## config.mk

```make
export PLATFORM = sky130hd
export DESIGN_NAME = intra_sched
export DESIGN_NICKNAME = d
export VERILOG_FILES = /design/src/rtl/intra_sched_pkg.sv /design/src/rtl/param_fifo.sv /design/src/rtl/intra_sched.sv
export SDC_FILE = /design/constraint.sdc
export NUM_CORES = 1
export LEC_CHECK = 0
export ABC_AREA = 1
export CORE_MARGIN = 1
export CORE_UTILIZATION = 42
export CTS_CLUSTER_DIAMETER = 100
export DETAILED_ROUTE_END_ITERATION = 7
export DONT_BUFFER_PORTS = 1
export PLACE_DENSITY = 0.61
export RECOVER_POWER = 25
export SYNTH_ARGS = -nofsm -noshare
export SYNTH_HDL_FRONTEND = slang
export SYNTH_HIERARCHICAL = 1
export SYNTH_SLANG_ARGS = --single-unit
```

## constraint.sdc

```tcl
create_clock -name clk -period 4.8 [get_ports clk]
set_clock_uncertainty 0.2 [all_clocks]
set_input_delay 0.24 -clock clk [delete_from_list [all_inputs] [get_ports clk]]
set_output_delay 0.24 -clock clk [all_outputs]
set_load 0.01 [all_outputs]
```

## src/rtl/intra_sched_pkg.sv

```systemverilog
// Shared types and default sizes for the intra-prediction block scheduler.
`timescale 1ns/1ps
package intra_sched_pkg;

  localparam int FRAMES     = 16;
  localparam int FRAME_PIX  = 1024;
  localparam int BLKS       = 64;
  localparam int FIFO_DEPTH = 4;

  typedef enum logic [1:0] {
    ST_IDLE,
    ST_ISSUE,
    ST_WAIT,
    ST_DONE
  } state_t;

  typedef struct packed {
    logic [3:0] index;
    logic       mode;
    logic [4:0] qp;
  } param_t;

endpackage

```

## src/rtl/param_fifo.sv

```systemverilog
// Parameter-set queue: circular buffer with a registered occupancy count.
`timescale 1ns/1ps
module param_fifo
  import intra_sched_pkg::*;
#(
  parameter int DEPTH = FIFO_DEPTH
) (
  input  logic   clk,
  input  logic   rst,
  input  logic   push,
  input  logic   pop,
  input  param_t wdata,
  output param_t rdata,
  output logic   empty,
  output logic   ready
);

  localparam int PTR_W = (DEPTH > 1) ? $clog2(DEPTH) : 1;
  localparam int CNT_W = $clog2(DEPTH + 1);

  param_t           mem_q [DEPTH];
  param_t           mem_d [DEPTH];
  logic [PTR_W-1:0] wr_ptr_q, wr_ptr_d;
  logic [PTR_W-1:0] rd_ptr_q, rd_ptr_d;
  logic [CNT_W-1:0] cnt_q, cnt_d;
  logic             push_ok, pop_ok;

  function automatic logic [PTR_W-1:0] ptr_inc(input logic [PTR_W-1:0] p);
    return (p == PTR_W'(DEPTH - 1)) ? '0 : p + 1'b1;
  endfunction

  // Readiness comes from the registered count, so a push against a full
  // queue is dropped even when a pop happens in the same cycle.
  assign ready   = cnt_q < CNT_W'(DEPTH);
  assign empty   = (cnt_q == '0);
  assign push_ok = push && ready;
  assign pop_ok  = pop && !empty;
  assign rdata   = mem_q[rd_ptr_q];

  always_comb begin
    // NOTE: every signal driven here gets a default first so no latch is inferred.
    mem_d    = mem_q;
    wr_ptr_d = wr_ptr_q;
    rd_ptr_d = rd_ptr_q;
    cnt_d    = cnt_q;
    if (push_ok) begin
      mem_d[wr_ptr_q] = wdata;
      wr_ptr_d        = ptr_inc(wr_ptr_q);
    end
    if (pop_ok) begin
      rd_ptr_d = ptr_inc(rd_ptr_q);
    end
    case ({push_ok, pop_ok})
      2'b10:   cnt_d = cnt_q + 1'b1;
      2'b01:   cnt_d = cnt_q - 1'b1;
      default: cnt_d = cnt_q;
    endcase
  end

  always_ff @(posedge clk) begin
    // NOTE: state registers use non-blocking assignments; comb logic uses blocking.
    if (rst) begin
      wr_ptr_q <= '0;
      rd_ptr_q <= '0;
      cnt_q    <= '0;
    end else begin
      wr_ptr_q <= wr_ptr_d;
      rd_ptr_q <= rd_ptr_d;
      cnt_q    <= cnt_d;
    end
  end

  // NOTE: storage is deliberately not reset; the pointers and count define validity.
  always_ff @(posedge clk) begin
    mem_q <= mem_d;
  end

endmodule

```

## src/rtl/intra_sched.sv

```systemverilog
// Intra scheduler: loads frames into pixel SRAM, arbitrates engine reads,
// and walks each queued parameter set through all 4x4 blocks of its frame.
`timescale 1ns/1ps
module intra_sched #(
  parameter int FRAMES     = intra_sched_pkg::FRAMES,
  parameter int FRAME_PIX  = intra_sched_pkg::FRAME_PIX,
  parameter int BLKS       = intra_sched_pkg::BLKS,
  parameter int FIFO_DEPTH = intra_sched_pkg::FIFO_DEPTH
) (
  input  logic        clk,
  input  logic        rst,
  input  logic        in_valid_data,
  input  logic [7:0]  data,
  input  logic        in_valid_param,
  input  logic [3:0]  index,
  input  logic        mode,
  input  logic [4:0]  QP,
  output logic        param_ready,
  output logic        sram_cs,
  output logic        sram_we,
  output logic [13:0] sram_addr,
  output logic [7:0]  sram_wdata,
  input  logic        eng_rd_req,
  input  logic [9:0]  eng_rd_addr,
  output logic        eng_rd_gnt,
  output logic        eng_start,
  output logic [3:0]  eng_frame,
  output logic [5:0]  eng_blk,
  output logic        eng_mode,
  output logic [4:0]  eng_qp,
  input  logic        eng_done,
  output logic        busy,
  output logic        param_done
);
  import intra_sched_pkg::*;

  localparam logic [13:0] LD_LAST  = 14'(FRAMES * FRAME_PIX - 1);
  localparam logic [5:0]  BLK_LAST = 6'(BLKS - 1);

  logic [13:0] ld_cnt_q, ld_cnt_d;
  logic        load_done_q, load_done_d;
  state_t      state_q, state_d;
  param_t      cur_q, cur_d;
  logic [5:0]  blk_q, blk_d;
  param_t      fifo_head;
  logic        fifo_empty;
  logic        fifo_pop;

  param_fifo #(.DEPTH(FIFO_DEPTH)) u_fifo (
    .clk   (clk),
    .rst   (rst),
    .push  (in_valid_param),
    .pop   (fifo_pop),
    .wdata (param_t'{index: index, mode: mode, qp: QP}),
    .rdata (fifo_head),
    .empty (fifo_empty),
    .ready (param_ready)
  );

  always_comb begin
    ld_cnt_d    = ld_cnt_q;
    load_done_d = load_done_q;
    if (in_valid_data) begin
      ld_cnt_d = ld_cnt_q + 1'b1;
      if (ld_cnt_q == LD_LAST) begin
        ld_cnt_d    = '0;
        load_done_d = 1'b1;
      end
    end
  end

  // Loader writes always win; the engine holds its request until granted.
  always_comb begin
    sram_cs    = 1'b0;
    sram_we    = 1'b0;
    sram_addr  = ld_cnt_q;
    sram_wdata = data;
    eng_rd_gnt = 1'b0;
    if (in_valid_data) begin
      sram_cs = 1'b1;
      sram_we = 1'b1;
    end else if (eng_rd_req) begin
      sram_cs    = 1'b1;
      sram_addr  = {cur_q.index, eng_rd_addr};
      eng_rd_gnt = 1'b1;
    end
  end

  always_comb begin
    state_d = state_q;
    cur_d   = cur_q;
    blk_d   = blk_q;
    case (state_q)
      ST_IDLE: begin
        if (!fifo_empty && load_done_q) begin
          state_d = ST_ISSUE;
          cur_d   = fifo_head;
          blk_d   = '0;
        end
      end
      ST_ISSUE: state_d = ST_WAIT;
      ST_WAIT: begin
        if (eng_done) begin
          if (blk_q == BLK_LAST) begin
            state_d = ST_DONE;
          end else begin
            state_d = ST_ISSUE;
            blk_d   = blk_q + 1'b1;
          end
        end
      end
      ST_DONE: state_d = ST_IDLE;
      default: state_d = ST_IDLE;
    endcase
  end

  always_comb begin
    eng_start  = (state_q == ST_ISSUE);
    param_done = (state_q == ST_DONE);
    fifo_pop   = (state_q == ST_DONE);
    busy       = (state_q != ST_IDLE);
  end

  always_ff @(posedge clk) begin
    if (rst) begin
      ld_cnt_q    <= '0;
      load_done_q <= 1'b0;
      state_q     <= ST_IDLE;
      cur_q       <= '0;
      blk_q       <= '0;
    end else begin
      ld_cnt_q    <= ld_cnt_d;
      load_done_q <= load_done_d;
      state_q     <= state_d;
      cur_q       <= cur_d;
      blk_q       <= blk_d;
    end
  end

  assign eng_frame = cur_q.index;
  assign eng_mode  = cur_q.mode;
  assign eng_qp    = cur_q.qp;
  assign eng_blk   = blk_q;

endmodule

```

; ---- Word-level counts from Yosys, hierarchy flattened
; Cells that the tools add are included.
[op_classes]
addsub = 6
n_lt_le_gt_ge = 4
eq_ne = 12
mux = 24
bitwise = 2
n_reduce_logical = 14
[ops]
columns = operator, n
row1 = 14-bit two-way mux, 3
row2 = 40-bit bitwise mux, 1
row3 = 10-bit two-way mux, 3
row4 = 10-bit binary-select mux with 2-bit select, 1
row5 = 10-bit demux with 2-bit select, 1
row6 = 6-bit two-way mux, 3
row7 = 14-bit by 1-bit adder with 14-bit output (second input constant), 1
row8 = 14-bit equality test (second input constant), 1
row9 = 6-bit one-hot mux with 2 select lines, 1
row10 = 2-bit equality test (second input constant), 5
row11 = 2-bit two-way mux, 5
row12 = 2-bit one-hot mux with 4 select lines, 1
row13 = 6-bit by 1-bit adder with 6-bit output (second input constant), 1
row14 = 6-bit equality test (second input constant), 1
row15 = 3-bit greater-or-equal comparator (second input constant), 2
row16 = 2-bit inequality test (second input constant), 3
row17 = 2-bit NOT with 3-bit output, 2
row18 = 3-bit one-hot mux with 2 select lines, 1
row19 = 2-bit AND reduction, 3
row20 = 2-bit nonzero test, 3
row21 = 2-bit by 1-bit adder with 2-bit output (second input constant), 2
row22 = 2-bit by 1-bit equality test with 1-bit output (second input constant), 2
row23 = 1-bit logical AND, 4
row24 = 1-bit two-way mux, 4
row25 = 8 further kinds, 8
[word_totals]
reg_bits = 80
input_bits = 34
output_inout_bits = 45
elab_cells = 84

; ---- Depth between registers and ports, before layout
; Gate-level depths: netlist (run 1).
[depth]
ltp_word = 6
mapped_depth = 13
depth_no_buf = 13

; ---- Hierarchy
; Netlist (run 1), hierarchy kept.
[modules_own_cells]
columns = module, n_inst, cells_each, area_each_um2, seq_area_each_um2
row1 = param_fifo, 1, 160, 1953.1, 1341.3
row2 = intra_sched, 1, 273, 1824.2, 660.6

; ---- Least setup slack after synthesis (run 1)
; OpenSTA, ideal clock, no wires.
[synth_timing]
kind = register to register
startpoint = register state_q[0]
endpoint = register u_fifo.cnt_q[2]
setup_time_ns = 0.110
t_arrival_ns = 1.593
required_ns = 4.490
path_slack_ns = 2.897
path_stages_with_launch = 14
path_buffers = 0
path_cell_list = dfxtp_1 -> nand2_1 -> inv_1 -> nand2_1 -> inv_1 -> ha_1 -> inv_2 -> fa_1 -> inv_1 -> nand2_1 -> nand3_1 -> nand2_1 -> inv_1 -> nor2_1
[synth_between]
elab_chain_cells = 4
word_cells_on_any_way = 6
classes_between = eq/ne (3) / mux (1) / reduce/logical (2)
[synth_rtl]
columns = element, line
row1 = from (decl), intra_sched.sv:42  ; state_t state_q, state_d;
row2 = from (signal assigned), intra_sched.sv:134  ; state_q <= state_d;
row3 = 2-bit equality test *, n/a
row4 = via param_done, intra_sched.sv:33  ; output logic param_done
row5 = 1-bit logical AND *, param_fifo.sv:37  ; assign pop_ok = pop && !empty;
row6 = via u_fifo.pop_ok, param_fifo.sv:26  ; logic push_ok, pop_ok;
row7 = 2-bit by 1-bit equality test with 1-bit output / 2-bit equality test (equally long branches), param_fifo.sv:53  ; case ({push_ok, pop_ok})
row8 = 3-bit one-hot mux with 2 select lines / 2-bit nonzero test (equally long branches), n/a
row9 = to (signal assigned), param_fifo.sv:69  ; cnt_q <= cnt_d;
row10 = to (decl), param_fifo.sv:25  ; logic [CNT_W-1:0] cnt_q, cnt_d;
; The timed path passes the listed nets; every way through them passes the cells marked *.
; A chain may end at the register's enable or synchronous reset.

; ---- Worst setup path in the final report (run 1)
; Same ends and word-level chain as after synthesis.

==> results of run 1 <==
Yosys cell counts (all sizes together):
cell type and instances:
ha 8, nor3 4, o21ai 46, nand4 4, buf 18, nor3b 1, a21oi 15, clkbuf 2
nand2 76, clkinv 1, nand3 12, xor2 7, nor2 90, or2 1, dfxtp 40, nand3b 1
a31oi 3, o22ai 10, edfxtp 40, inv 52, fa 1, xnor2 1
cell type report:
class / instances / area [sq um]
Fill cell: 861 / 4570
Sequential cell: 80 / 2000
Multi-Input combinational cell: 280 / 1430
Inverter: 53 / 199
Timing Repair Buffer: 16 / 158
Tap cell: 108 / 135
Clock buffer: 9 / 124
Clock inverter: 7 / 109
kinds of logic after synthesis:
logic type,count (synthesis)
flip-flops,80
XOR/XNOR,8
adder cells (fa/ha/maj),9
AND/OR/NAND/NOR,189
AO/OA/AOI/OAI,74
buffers and inverters,73
sequential cells by signal, indices dropped and copies added (netlist names), 3 cells and up:
register and flops:
u_fifo/mem_q 40, ld_cnt_q 14, eng_blk 6, eng_qp 5, eng_frame 4, u_fifo/cnt_q 3
critical path: cells and delay by family (launching register included):
family	cells	cell delay, ns
adders and majority gates	2	0.55
and+or+nand+nor	6	0.42
DFF	1	0.42
buffers and inverters	5	0.42
power groups by stage:
stage,clock network [mW],registers [mW],logic (mW)
5_1_grt,0.620,0.749,0.0868
2_1_floorplan,0,0.760,0.0584
6_report,0.578,0.746,0.0767
3_5_place_dp,0,0.763,0.0616
3_3_place_gp,0,0.762,0.0590
4_1_cts,0.591,0.747,0.0777
layer usage:
| layer | share of wire, % | global-route usage, % | vias to the layer above |
|---|---|---|---|
| met2 | 49 | 29.3 | 87 |
| met1 | 44 | 20.4 | 1244 |
| li1 | - | - | 1416 |
| met3 | 5.7 | 3.83 | 13 |
| met4 | 1.9 | 7.92 | 0 |
| met5 | 0 | 0 | - |
how the worst max path moves through the flow:
stage,startpoint,to,slack (ns),cells past startpoint
floorplan,state_q[0]$_SDFFE_PP0P_,u_fifo/cnt_q[2]$_SDFFE_PP0P_,2.90,13
finish,state_q[0]$_SDFFE_PP0P_,u_fifo/cnt_q[2]$_SDFFE_PP0P_,2.69,13
detailed placement,state_q[0]$_SDFFE_PP0P_,u_fifo/cnt_q[2]$_SDFFE_PP0P_,2.68,13
CTS,state_q[0]$_SDFFE_PP0P_,u_fifo/cnt_q[2]$_SDFFE_PP0P_,2.66,13
global route,u_fifo/rd_ptr_q[0]$_SDFFE_PP0P_,eng_frame[3]$_SDFFE_PP0P_,2.45,5
global placement,state_q[0]$_SDFFE_PP0P_,u_fifo/cnt_q[2]$_SDFFE_PP0P_,2.74,13
==> results.cfg, run 1 <==
[synthesis]
synth_compound_area_share_pct = 10.4
synthAdderAreaFrac_pct = 3.18
syn_avg_cell_area_sq_um = 8.72
yosysUniqueCellTypes = 35
synth-simple-area-share_pct = 22.4
syn_nets = 476
yosysWarnings = 6
muxShareOfSynthArea_pct = 0
ys_ff_latch = 80
synth_top_area_share_pct = 31.8
syn-cell-area_sq_um = 3780
synth.area.top_cells = edfxtp_1 32%, dfxtp_1 21%, nor2_1 7.9%
synthCells = 433
synth_area_leader_cell = edfxtp_1
ys_seq_area_share_pct = 53.0
synthXorXnorAreaFrac_pct = 1.85
synth_top_family_by_area = simple AND/OR/NAND/NOR gates

[pwr]
netSwitchingFraction_pct = 23.7
power_frac_comb_pct = 5.5
p_seq_share_pct = 53.3
power_density_nw_per_um2 = 337
power_frac_clock_pct = 41.2
ir_drop_uv = 257
p_sw_uw = 332
power.leakage_nw = 1.60
internal-power_mw = 1.07
fin_total_pwr_mw = 1.40

[timing]
fin_ws_ns = 2.69
fin_tns_setup_ns = 0
finalCritPeriodShare_pct = 43.9
tightest_slew_ns = 0.994
rsz0062_at_grt = false
hold_violations = 0
period_needed_ns = 2.11
drv_slew = 0
setup_viol = 0
slew_headroom_pct = 33.5
timing.hold.ws_ns = 0.00922
fmax_ghz = 0.474

[floorplanning]
core_sq_um = 8720
start_util_pct = 43.3
die_h_um = 96.8
ios = 79
row_count = 34
die_area_sq_um = 9380
die_x_um = 96.8

[clock_network]
clk_pin_slew_ns = 0.09
cts.sinks = 80
cts_root_buf = clkbuf_8
cts_made_buffers = 9
ctsHtreeMaxLevel = 3
clock_path_buffers = 2
cts_tree = done
cts_setup_buffers = 0
holdBufCountCts = 15
clk-insertion-delay-late_ns = 0.36
cts_resized = 0

[route]
totalWireLength_mm = 7.57
drc = 0
avgRoutedWirePerCell_um = 13.7
vias = 2760
first_pass_iters = 6
routed_via_density = 4.99
drt_iter0_markers = 96
ant_nets = 0

[outcome]
status = completed

[critical_path]
crit_path_max_fanout = 4
cp_data_arrival_time_ns = 2.17
rrSetupSlack_ns = 2.69
endpoint_kind = register
cp_cell_sequence = nand2_1 -> inv_1 -> nand2_1 -> inv_1 -> ha_1 -> inv_2 -> fa_1 -> inv_1 -> nand2_1 -> nand3_1 -> nand2_1 -> inv_1 -> nor2_1
critPathRequiredTime_ns = 4.86
startpoint_type = register
rr_worst_depth = 13
cpPeakStageDelay_ns = 0.42
criticalPathCategory = register to register
regToRegEndpoint = u_fifo/cnt_q[2]$_SDFFE_PP0P_
critPathSlowestCell = dfxtp_1
timing.rr.start = state_q[0]$_SDFFE_PP0P_

[final_layout]
final_common_cell = nor2_1
final_cell_mix = 79 x nor2_1, 67 x nand2_1, 47 x inv_1
fin_cells = 553
design_area_sq_um = 4160
area_growth_syn_to_layout_pct = 10.0
antennaDiodeCount = 0
fin_util_pct = 47.6
finalNetCount = 483
layout-drive-gt1-share_pct = 10.1

[global_routing]
gr-total-overflow = 0
grt_first_pass_wirelength_mm = 12.6
grt_pass1_vias = 2650
antenna_found_initial = 0
grt_max_degree = 24
grtUsageTotal_pct = 17.1

[place]
place.gp.congestion = 0.782
placed_area_sq_um = 3770
port_buffers = 0
dp_cells = 522
place_ws_ns = 2.68
dp_hpwl_mm = 5.46

[hold_path]
hold_path_end = ld_cnt_q[12]$_SDFFE_PP0P_
hp-class = input pin to register
hold_path_depth = 3
hp-start = rst

[run]
max_cap_violations = 0
Power figures use the tool's default switching activity.
==> run 2: changes to the inputs <==
clock period = 1.95 ns   (was 4.8 ns; I/O delays follow)
==> run 2 against run 1 <==
Total power increased by 150%. Die area unchanged. Setup slack got worse by 2.6 ns. Global-route usage decreased by 0.77 points. Sequential share of layout area decreased by 1.9 points. Non-clock buffer count increased by 20. Register-to-register slack got worse by 2.6 ns.
==> results.cfg, run 2 (synthesized netlist as in run 1, its figures left out) <==
[outcome]
status = completed

[route]
avgRoutedWirePerCell_um = 13.0
drc = 0
routed_via_density = 4.93
vias = 2827
ant_nets = 0
totalWireLength_mm = 7.46
drt_iter0_markers = 75
first_pass_iters = 4

[floorplanning]
die_h_um = 96.8
die_x_um = 96.8
start_util_pct = 43.3
row_count = 34
die_area_sq_um = 9380
ios = 79
core_sq_um = 8720

[timing]
timing.hold.ws_ns = 0.125
rsz0062_at_grt = false
finalCritPeriodShare_pct = 93.5
fin_tns_setup_ns = 0
setup_viol = 0
fin_ws_ns = 0.126
period_needed_ns = 1.82
slew_headroom_pct = 43.7
tightest_slew_ns = 0.844
fmax_ghz = 0.548
drv_slew = 0
hold_violations = 0

[clock_network]
clock_path_buffers = 2
cts_root_buf = clkbuf_8
ctsHtreeMaxLevel = 3
cts_setup_buffers = 0
clk-insertion-delay-late_ns = 0.35
cts_made_buffers = 9
clk_pin_slew_ns = 0.08
cts.sinks = 80
cts_tree = done

[critical_path]
rrSetupSlack_ns = 0.13
critPathRequiredTime_ns = 2.00
cp_data_arrival_time_ns = 1.87
criticalPathCategory = register to register
crit_path_frequent_cell = inv_1
crit_path_max_fanout = 4
cpLargestDelayFamily = adder cells
endpoint_kind = register
path_buf_inv = 4
setup.worst_path.start = u_fifo/cnt_q[2]$_SDFFE_PP0P_
cpPeakStageDelay_ns = 0.35
critPathSlowestCell = dfxtp_2
startpoint_type = register
cp_cell_sequence = nor2_1 -> nand2_2 -> nand2_2 -> inv_1 -> ha_2 -> inv_2 -> fa_2 -> inv_1 -> nand2_1 -> nand3_1 -> nand2_1 -> inv_1 -> nor2_1
rr_worst_depth = 13
timing.rr.start = u_fifo/cnt_q[2]$_SDFFE_PP0P_
regToRegEndpoint = u_fifo/cnt_q[2]$_SDFFE_PP0P_

[pwr]
power.leakage_nw = 1.69
power_density_nw_per_um2 = 801
ir_drop_uv = 467
fin_total_pwr_mw = 3.47

[hold_path]
hp-start = eng_rd_addr[9]
hold_path_end = sram_addr[9]
hp-class = input pin to output port
hold_path_depth = 2

[final_layout]
finalNetCount = 503
layout-drive-gt1-share_pct = 13.3
final_cell_mix = 79 x nor2_1, 66 x nand2_1, 47 x inv_1
antennaDiodeCount = 0
area_growth_syn_to_layout_pct = 14.6
largest_reg_flops = 40
final_common_cell = nor2_1
top_register = u_fifo/mem_q
fin_util_pct = 49.6

[place]
place.gp.congestion = 0.801
place_ws_ns = 0.0419
port_buffers = 0
dp_hpwl_mm = 5.40

[global_routing]
grt_first_pass_wirelength_mm = 12.0
gr-total-overflow = 0
antenna_found_initial = 0
grtUsageTotal_pct = 16.4
grt_max_degree = 23
grt_pass1_vias = 2589

[run]
max_cap_violations = 0
## run 2: worst register-to-register path: stages (launching register included)
cell	delay [ns]
dfxtp_2	0.35
nor2_1	0.06
nand2_2	0.09
nand2_2	0.07
inv_1	0.06
ha_2	0.18
inv_2	0.05
fa_2	0.33
inv_1	0.07
nand2_1	0.07
nand3_1	0.07
nand2_1	0.05
inv_1	0.05
nor2_1	0.04
## run 2: final cells by class
type / instances / area, sq um
clock buffers: 9 / 124
clock inverters: 7 / 109
fillers: 834 / 4390
inverters: 53 / 199
multi-input cells: 280 / 1440
flip-flops and latches: 80 / 2000
well taps: 108 / 135
repair buffers: 36 / 322
## run 2: timing repair
action,CTS,global route
setup endpoints to repair,0,1
gates resized for setup,0,5
hold buffers,22,0
endpoints found under the hold margin,89,0
## run 2: worst max path at each step
stage,endpoint,slack [ns],cells past startpoint
global route,u_fifo/cnt_q[2]$_SDFFE_PP0P_,0.01,13
floorplan,u_fifo/cnt_q[2]$_SDFFE_PP0P_,0.05,13
global placement,u_fifo/cnt_q[2]$_SDFFE_PP0P_,0.12,13
detailed placement,u_fifo/cnt_q[2]$_SDFFE_PP0P_,0.04,13
finish,u_fifo/cnt_q[2]$_SDFFE_PP0P_,0.13,13
CTS,u_fifo/cnt_q[2]$_SDFFE_PP0P_,0.02,13
## run 2: routing by layer
metal  GRT usage [%]  part of all wire, %  vias to the layer above
met4            6.54                  1.4                        0
met2            28.1                   49                       81
met5               0                    0                        -
met3            3.76                  4.8                        9
li1                -                    -                     1460
met1            19.8                   45                     1277
## run 2: stage by stage
stage	instances	instance area [sq um]
floorplan	433	3780
detailed placement	535	3870
global route	573	4330
CTS	573	4320
global placement	535	3870
finish	573	4330
## run 2: power breakdown
group / switching, mW / internal, mW / leakage, nW
logic: 0.132 / 0.0807 / 0.882
clock network: 0.666 / 0.750 / 0.118
registers: 0.0197 / 1.82 / 0.691
total: 0.818 / 2.65 / 1.69
